$ cat src/rtl/frame_aggregator.sv
`default_nettype none
// ============================================================================
// frame_aggregator : captures an OUT_W-bit field from a narrow-beat frame
// stream after SKIP_BITS and presents it on a ready/valid output.
// Option macro: FRAME_AGR_MINLEN_EN (presentation gated on MIN_BITS).
// Revision: 1.0
// ============================================================================
module frame_aggregator #(
    parameter int IN_W      = 2,
    parameter int OUT_W     = 56,
    parameter int SKIP_BITS = 0,
    parameter int MIN_BITS  = 64
) (
    input  logic              clk,
    input  logic              rst,
    input  logic [IN_W-1:0]   axiid,
    input  logic              axiiv,
    output logic [OUT_W-1:0]  axiod,
    output logic              axiov,
    input  logic              axior,
    output logic              short_frame,
    output logic              drop
);

`ifdef FRAME_AGR_MINLEN_EN
    localparam int THRESH = MIN_BITS;
`else
    // MIN_BITS has no effect in this build; the zero term only keeps it referenced.
    localparam int THRESH = SKIP_BITS + OUT_W + 0 * MIN_BITS;
`endif
    localparam int CW = $clog2(THRESH + 1);

    localparam logic [CW-1:0] C_STEP   = CW'(IN_W);
    localparam logic [CW-1:0] C_THRESH = CW'(THRESH);
    localparam logic [CW-1:0] C_OUT_W  = CW'(OUT_W);
    localparam logic [CW:0]   C_SKIP   = (CW + 1)'(SKIP_BITS);

    typedef enum logic [1:0] {
        S_FLUSH = 2'd0,
        S_IDLE  = 2'd1,
        S_RUN   = 2'd2,
        S_DONE  = 2'd3
    } state_t;

    state_t             r_state;
    logic [CW-1:0]      r_cnt;
    logic [OUT_W-1:0]   r_shift;

    logic               w_beat;
    logic [CW:0]        w_rel;
    logic               w_in_win;
    logic [OUT_W-1:0]   w_shifted;
    logic [OUT_W-1:0]   w_cap;
    logic [CW-1:0]      w_cnt_sum;
    logic               w_trigger;
    logic               w_free;

    generate
        if (OUT_W > IN_W) begin : g_shift_wide
            assign w_shifted = {r_shift[OUT_W-IN_W-1:0], axiid};
        end else begin : g_shift_beat
            assign w_shifted = axiid;
        end
    endgenerate

    // Window test done as an offset from SKIP_BITS so a zero skip needs no special case.
    assign w_beat    = axiiv && ((r_state == S_IDLE) || (r_state == S_RUN));
    assign w_rel     = {1'b0, r_cnt} - C_SKIP;
    assign w_in_win  = !w_rel[CW] && (w_rel[CW-1:0] < C_OUT_W);
    assign w_cap     = w_in_win ? w_shifted : r_shift;
    assign w_cnt_sum = r_cnt + C_STEP;
    assign w_trigger = w_beat && (w_cnt_sum >= C_THRESH);
    assign w_free    = !axiov || axior;

    always_ff @(posedge clk) begin
        if (rst) begin
            r_state     <= S_FLUSH;
            r_cnt       <= '0;
            r_shift     <= '0;
            axiod       <= '0;
            axiov       <= 1'b0;
            short_frame <= 1'b0;
            drop        <= 1'b0;
        end else begin
            short_frame <= 1'b0;
            drop        <= 1'b0;

            case (r_state)
                S_FLUSH: begin
                    if (!axiiv) begin
                        r_state <= S_IDLE;
                    end
                end
                S_IDLE: begin
                    if (axiiv) begin
                        r_cnt   <= w_cnt_sum;
                        r_state <= w_trigger ? S_DONE : S_RUN;
                    end
                end
                S_RUN: begin
                    if (axiiv) begin
                        r_cnt <= w_cnt_sum;
                        if (w_trigger) begin
                            r_state <= S_DONE;
                        end
                    end else begin
                        short_frame <= 1'b1;
                        r_cnt       <= '0;
                        r_state     <= S_IDLE;
                    end
                end
                S_DONE: begin
                    if (!axiiv) begin
                        r_cnt   <= '0;
                        r_state <= S_IDLE;
                    end
                end
                default: begin
                    r_state <= S_FLUSH;
                end
            endcase

            if (w_beat) begin
                r_shift <= w_cap;
            end

            if (w_trigger) begin
                if (w_free) begin
                    axiod <= w_cap;
                    axiov <= 1'b1;
                end else begin
                    drop <= 1'b1;
                end
            end else if (axiov && axior) begin
                axiov <= 1'b0;
            end
        end
    end

endmodule
`default_nettype wire

$ cat config.mk
export PLATFORM = sky130hd
export DESIGN_NAME = frame_aggregator
export DESIGN_NICKNAME = d
export VERILOG_FILES = /design/src/rtl/frame_aggregator.sv
export SDC_FILE = /design/constraint.sdc
export NUM_CORES = 1
export LEC_CHECK = 0
export BUFFER_PORTS_ARGS = -buffer_cell sky130_fd_sc_hd__buf_2
export CORE_UTILIZATION = 50
export CTS_CLUSTER_DIAMETER = 200
export DETAILED_ROUTE_END_ITERATION = 8
export GPL_ROUTABILITY_DRIVEN = 0
export PLACE_DENSITY = 0.77
export SLEW_MARGIN = 25
export SYNTH_ARGS = -nofsm -noshare
export SYNTH_HDL_FRONTEND = slang
export SYNTH_SLANG_ARGS = --single-unit
$ cat constraint.sdc
create_clock -name clk -period 1.8 [get_ports clk]
set_input_delay 0.18 -clock clk [delete_from_list [all_inputs] [get_ports clk]]
set_output_delay 0.18 -clock clk [all_outputs]
set_load 0.005 [all_outputs]
==> impl_metrics.toml, run 1 <==
[status]
outcome = "finished with violations"
failed_checks = "setup timing"

[drt]
drt_pass1_iterations = 6
postRouteAntennaNets = 0
dr_total_vias = 4490
wl_met2_um = 7150
route.final.wire_length_um = 13900
met3_length_um = 736
post-route-drc-count = 0
vias_per_cell = 5.65
wl_per_cell_um = 17.6
top_layer = "met4"
drtIter0Drc = 254
met1_length_um = 5780

[floorplanning]
fp.dieArea_sq_um = 11400
initial_utilization = 0.524
die_w_um = 107
io_pins = 65
core-area_sq_um = 10500
rows = 37
die_y_um = 107

[placed_design]
dp_cells = 740
port_buffers = 64
dp_hpwl_um = 7280

[global_routing]
grt_pass1_vias = 4168
grt_start_max_net_pins = 57
grt_util_all_layers = 0.225
grt_pass1_wl_um = 19900
antenna_found_initial = 0
gr-total-overflow = 0

[sta]
fin_crit_sh = 1.01
grt_setup_unrepaired = "true"
slew_viol_final = 0
max_freq_ghz = 0.551
setup_tns_ns = -0.0465
setup_slack_ns = -0.0144
skew_ns = 0.00526
setup_viol = 12
slew_headroom = 0.569
fin_hold_ws_ns = 0.168
fin_crit_ns = 1.81
hold_viol = 0
worstMarginPinSlew_ns = 0.646

[layout]
final_cells = 794
drive_above_1_share = 0.356
final_util = 0.672
final_net_count = 656
diodes = 0
nFillCells = 731
area_delta_synth_final_pct = 28.2

[logic_synthesis]
synth_area_leaders = "dfxtp_1, mux2i_1, a211oi_2, nand2_1, a21oi_1"
async_flop_share = 0
synth_top_cell_by_area = "dfxtp_1"
syn_inst = 566
synth_cell_type_count = 34
synth_top_area_frac = 0.445
synth-seq-cells = 122
yosys_most_used_dff = "dfxtp_1"
netlist_area_sq_um = 5480
synth_edf_count = 0
synth_common_cells = "dfxtp_1, nand2_1, a21oi_1, mux2i_1"
yosysWarnings = 0
postSynthAreaPerCell_sq_um = 9.69
yosysSeqAreaShare = 0.445
syn-num-nets = 577
synth_most_common_cell = "dfxtp_1"

[setup_path]
required_ns = 2.18
cp-start-kind = "flop"
cp_num_cells = 6
worstPathMaxFanout = 6
slowest_delay_ns = 0.35
rrSetupSlack_ns = -0.01
startpoint = "r_cnt[2]$_SDFFE_PP0P_"
r2r-start = "r_cnt[2]$_SDFFE_PP0P_"
r2r_end = "axiod[51]$_SDFFE_PP0P_"
crit_chain = "ha_2, xor2_1, and4_4, and2_4, clkbuf_16, a211oi_1"
crit_arrival_ns = 2.20
setup.worst_path.end_class = "flop"
cpMaxStageDelayCell = "and4_4"
crit_family = "simple AND/OR/NAND/NOR gates"
endpoint = "axiod[51]$_SDFFE_PP0P_"
reg2regPathDepth = 6
path_buf_inv = 1
worst-setup-path-type = "reg -> reg"

[clock_network]
clock-sinks = 122
clock_latency_ns = 0.53
cts_tree = "done"
clockRootBuffer = "clkbuf_8"
cts_buffer_depth = 2
cts_buffers = 17
cts_max_level = 4
path_clk_slew_ns = 0.06

[run]
cap_violations = 0

[pwr]
worst_ir_drop_vdd_uv = 721
power.leakage_nw = 2.88
p_per_area_nw_per_um2 = 1080

[min_path]
hp-class = "in -> reg"
## repair_timing
| item | in CTS | in global routing |
|---|---|---|
| pin swaps | 2 | 16 |
| gates cloned | 1 | 10 |
| resized for setup | 4 | 11 |
| endpoints found under the setup margin | 28 | 53 |
| endpoints found under the hold margin | 5 | 0 |
| setup buffers | 2 | 6 |
| hold buffers | 4 | 0 |
## how the worst min path moves through the flow
stage,slack [ns],cells past startpoint,startpoint,to
global route,0.16,2,rst,r_cnt[1]$_SDFFE_PP0P_
CTS,0.14,2,rst,r_cnt[1]$_SDFFE_PP0P_
finish,0.17,2,rst,r_cnt[1]$_SDFFE_PP0P_
global placement,0.43,3,axiid[1],r_shift[1]$_SDFFE_PP0P_
detailed placement,0.44,3,axiid[1],r_shift[1]$_SDFFE_PP0P_
floorplan,0.26,1,axiiv,short_frame$_SDFF_PP0_
## cell usage in the layout (no fill, tap or decap), drive strengths merged
master / instances
nand3: 5
xor2: 1
nor2: 7
xnor2: 1
clkinv: 3
nand2b: 2
ha: 5
nor2b: 1
clkinvlp: 3
dfxtp: 122
and2b: 1
a22oi: 1
a21oi: 115
a211oi: 57
and2: 5
and3b: 1
nand2: 121
o21ai: 3
mux2i: 57
nor3: 1
dlygate4sd3: 4
inv: 2
and4: 1
nand3b: 2
a2111oi: 1
a31oi: 3
bufinv: 5
buf: 98
o21a: 1
nor3b: 1
clkbuf: 28
## registers in the layout, summed over array words and instances (netlist names)
name and count:
r_state 2, axiod 56, axiov 1, drop 1, r_shift 56, r_cnt 5, short_frame 1
## cell families (layout without fill, tap and decap cells)
group,Yosys count,after routing,share of synthesized area
XOR/XNOR,2,2,0.00456
multiplexers,57,57,0.104
AO/OA/AOI/OAI,181,181,0.258
flip-flops,122,122,0.445
AND/OR/NAND/NOR,147,148,0.111
adder cells (fa/ha/maj),5,5,0.0114
buffers and inverters,52,143,0.0650
## final cells by class
type,count,area [sq um],share of cell area
Multi-Input combinational cell,393,2760,0.392
Sequential cell,122,2440,0.348
Timing Repair Buffer,109,998,0.142
Clock buffer,21,459,0.0653
Clock inverter,11,191,0.0272
Tap cell,136,170,0.0242
Inverter,2,7.51,0.00107
## layer usage
metal,vias up,GRT usage
li1,2152,-
met1,2170,0.268
met2,143,0.381
met3,25,0.0517
met4,0,0.108
met5,-,0
## worst reg2reg max path, stage by stage (launching register included)
cell and delay, ns:
dfxtp_1 0.34, ha_2 0.22, xor2_1 0.23, and4_4 0.35, and2_4 0.28, clkbuf_16 0.19, a211oi_1 0.06
## through the flow
stage / total power [mW] / worst slack, ns / instance area (sq um)
detailed placement: 3.86 / -0.0119 / 6000
finish: 7.59 / -0.0144 / 7030
global route: 7.83 / -0.0682 / 7030
CTS: 7.58 / -0.00538 / 6760
global placement: 3.83 / 0.0288 / 6000
floorplan: 3.50 / 0.0281 / 5510
## report_power, final
part | total [mW] | switching (mW) | internal, mW
clock network | 3.74 | 1.24 | 2.50
logic | 1.05 | 0.660 | 0.392
registers | 2.80 | 0.0431 | 2.76
Note: power is estimated with default switching activity, not from simulation.
==> run 2, diff against run 1 <==
RECOVER_POWER = 50   (was unset)
==> impl_metrics.toml, run 2 (synthesis gave the netlist of run 1 again) <==
[status]
outcome = "finished with violations"
failed_checks = "setup timing"

[setup_path]
slowest_delay_ns = 0.35
required_ns = 2.19
crit_arrival_ns = 2.20
cpMaxStageDelayCell = "and4_4"
cp-start-kind = "flop"
setup.worst_path.end_class = "flop"
path_buf_inv = 1
worstPathMaxFanout = 6
crit_family = "simple AND/OR/NAND/NOR gates"
worst-setup-path-type = "reg -> reg"
crit_chain = "ha_2, xor2_1, and4_4, and2_4, clkbuf_16, a211oi_1"

[sta]
slew_viol_final = 0
setup_viol = 12
fin_hold_ws_ns = 0.166
max_freq_ghz = 0.551
slew_headroom = 0.568
fin_crit_ns = 1.81
worstMarginPinSlew_ns = 0.648
setup_tns_ns = -0.0410
fin_crit_sh = 1.01
setup_slack_ns = -0.0143
hold_viol = 0
skew_ns = 0.00533
grt_setup_unrepaired = "true"

[clock_network]
clockRootBuffer = "clkbuf_8"
cts_max_level = 4
clock-sinks = 122
path_clk_slew_ns = 0.06
clock_latency_ns = 0.53
cts_tree = "done"
cts_buffer_depth = 2
cts_buffers = 17

[layout]
regArea_sq_um = 2440
final_net_count = 656
final_cells = 794
area_delta_synth_final_pct = 27.7
diodes = 0
final_cell_mix = "nand2_1, dfxtp_1, a21oi_1"
multi_input_area_sq_um = 2760
nFillCells = 739
reg_top3 = "axiod: 56 flops, r_shift: 56 flops, r_cnt: 5 flops"
drive_above_1_share = 0.325

[pwr]
p_per_area_nw_per_um2 = 1080
worst_ir_drop_vdd_uv = 721
power_mw = 7.58
power.leakage_nw = 2.79

[global_routing]
grt_start_max_net_pins = 57
gr-total-overflow = 0
grt_pass1_wl_um = 19900
grt_util_all_layers = 0.225
grt_pass1_vias = 4168
antenna_found_initial = 0

[drt]
vias_per_cell = 5.67
dr_total_vias = 4501
postRouteAntennaNets = 0
drt_pass1_iterations = 6
wl_per_cell_um = 17.6
wl_met2_um = 7130
route.final.wire_length_um = 14000
post-route-drc-count = 0
met3_length_um = 721
top_layer = "met4"
met1_length_um = 5860
drtIter0Drc = 266

[floorplanning]
initial_utilization = 0.524
die_y_um = 107
core-area_sq_um = 10500
rows = 37
die_w_um = 107
fp.dieArea_sq_um = 11400
io_pins = 65

[placed_design]
dp_cells = 740
dp_hpwl_um = 7280
port_buffers = 64

[run]
cap_violations = 0

[min_path]
hp-class = "in -> reg"
-- run 2: worst paths after layout --
path,start,cells after the start,endpoint,slack [ns]
setup / recovery,r_cnt[2]$_SDFFE_PP0P_,6,axiod[51]$_SDFFE_PP0P_,-0.01
hold / removal,rst,2,r_cnt[1]$_SDFFE_PP0P_,0.17
setup reg to reg,r_cnt[2]$_SDFFE_PP0P_,6,axiod[51]$_SDFFE_PP0P_,-0.01
hold reg to reg,r_shift[54]$_SDFFE_PP0P_,2,r_shift[54]$_SDFFE_PP0P_,0.47
-- run 2: repair_timing --
action	CTS	global route
endpoints found under the hold margin	5	0
gates cloned	1	10
buffers inserted	2	6
endpoints found under the setup margin	28	53
pin swaps	2	16
resized for setup	4	11
hold buffers	4	0
-- run 2: per-stage QoR --
| step | worst slack (ns) | cell area [sq um] | utilization |
|---|---|---|---|
| after floorplan | 0.0281 | 5510 | - |
| after detailed placement | -0.0119 | 6000 | 0.574 |
| after global routing | -0.0682 | 7000 | 0.669 |
| after global placement | 0.0288 | 6000 | 0.574 |
| after CTS | -0.00538 | 6760 | 0.646 |
| final | -0.0143 | 7000 | 0.669 |
-- run 2: report_power, final --
group          leakage (nW)  internal [mW]  switching (mW)  total, mW
sequential            0.984           2.76          0.0430       2.80
combinational          1.50          0.376           0.665       1.04
clock                 0.310           2.50            1.24       3.74
total                  2.79           5.63            1.95       7.58
-- run 2: cell type report --
cell class	instances	share of cell area
tap	136	0.0243
inverter	2	0.00107
clock buffer	21	0.0656
timing repair buffer	109	0.139
sequential	122	0.349
clock inverter	11	0.0273
multi-input combinational	393	0.394
-- run 2: metal layers --
layer | vias to the layer above | track usage
li1 | 2159 | -
met1 | 2191 | 0.268
met2 | 130 | 0.381
met3 | 21 | 0.0517
met4 | 0 | 0.108
met5 | - | 0
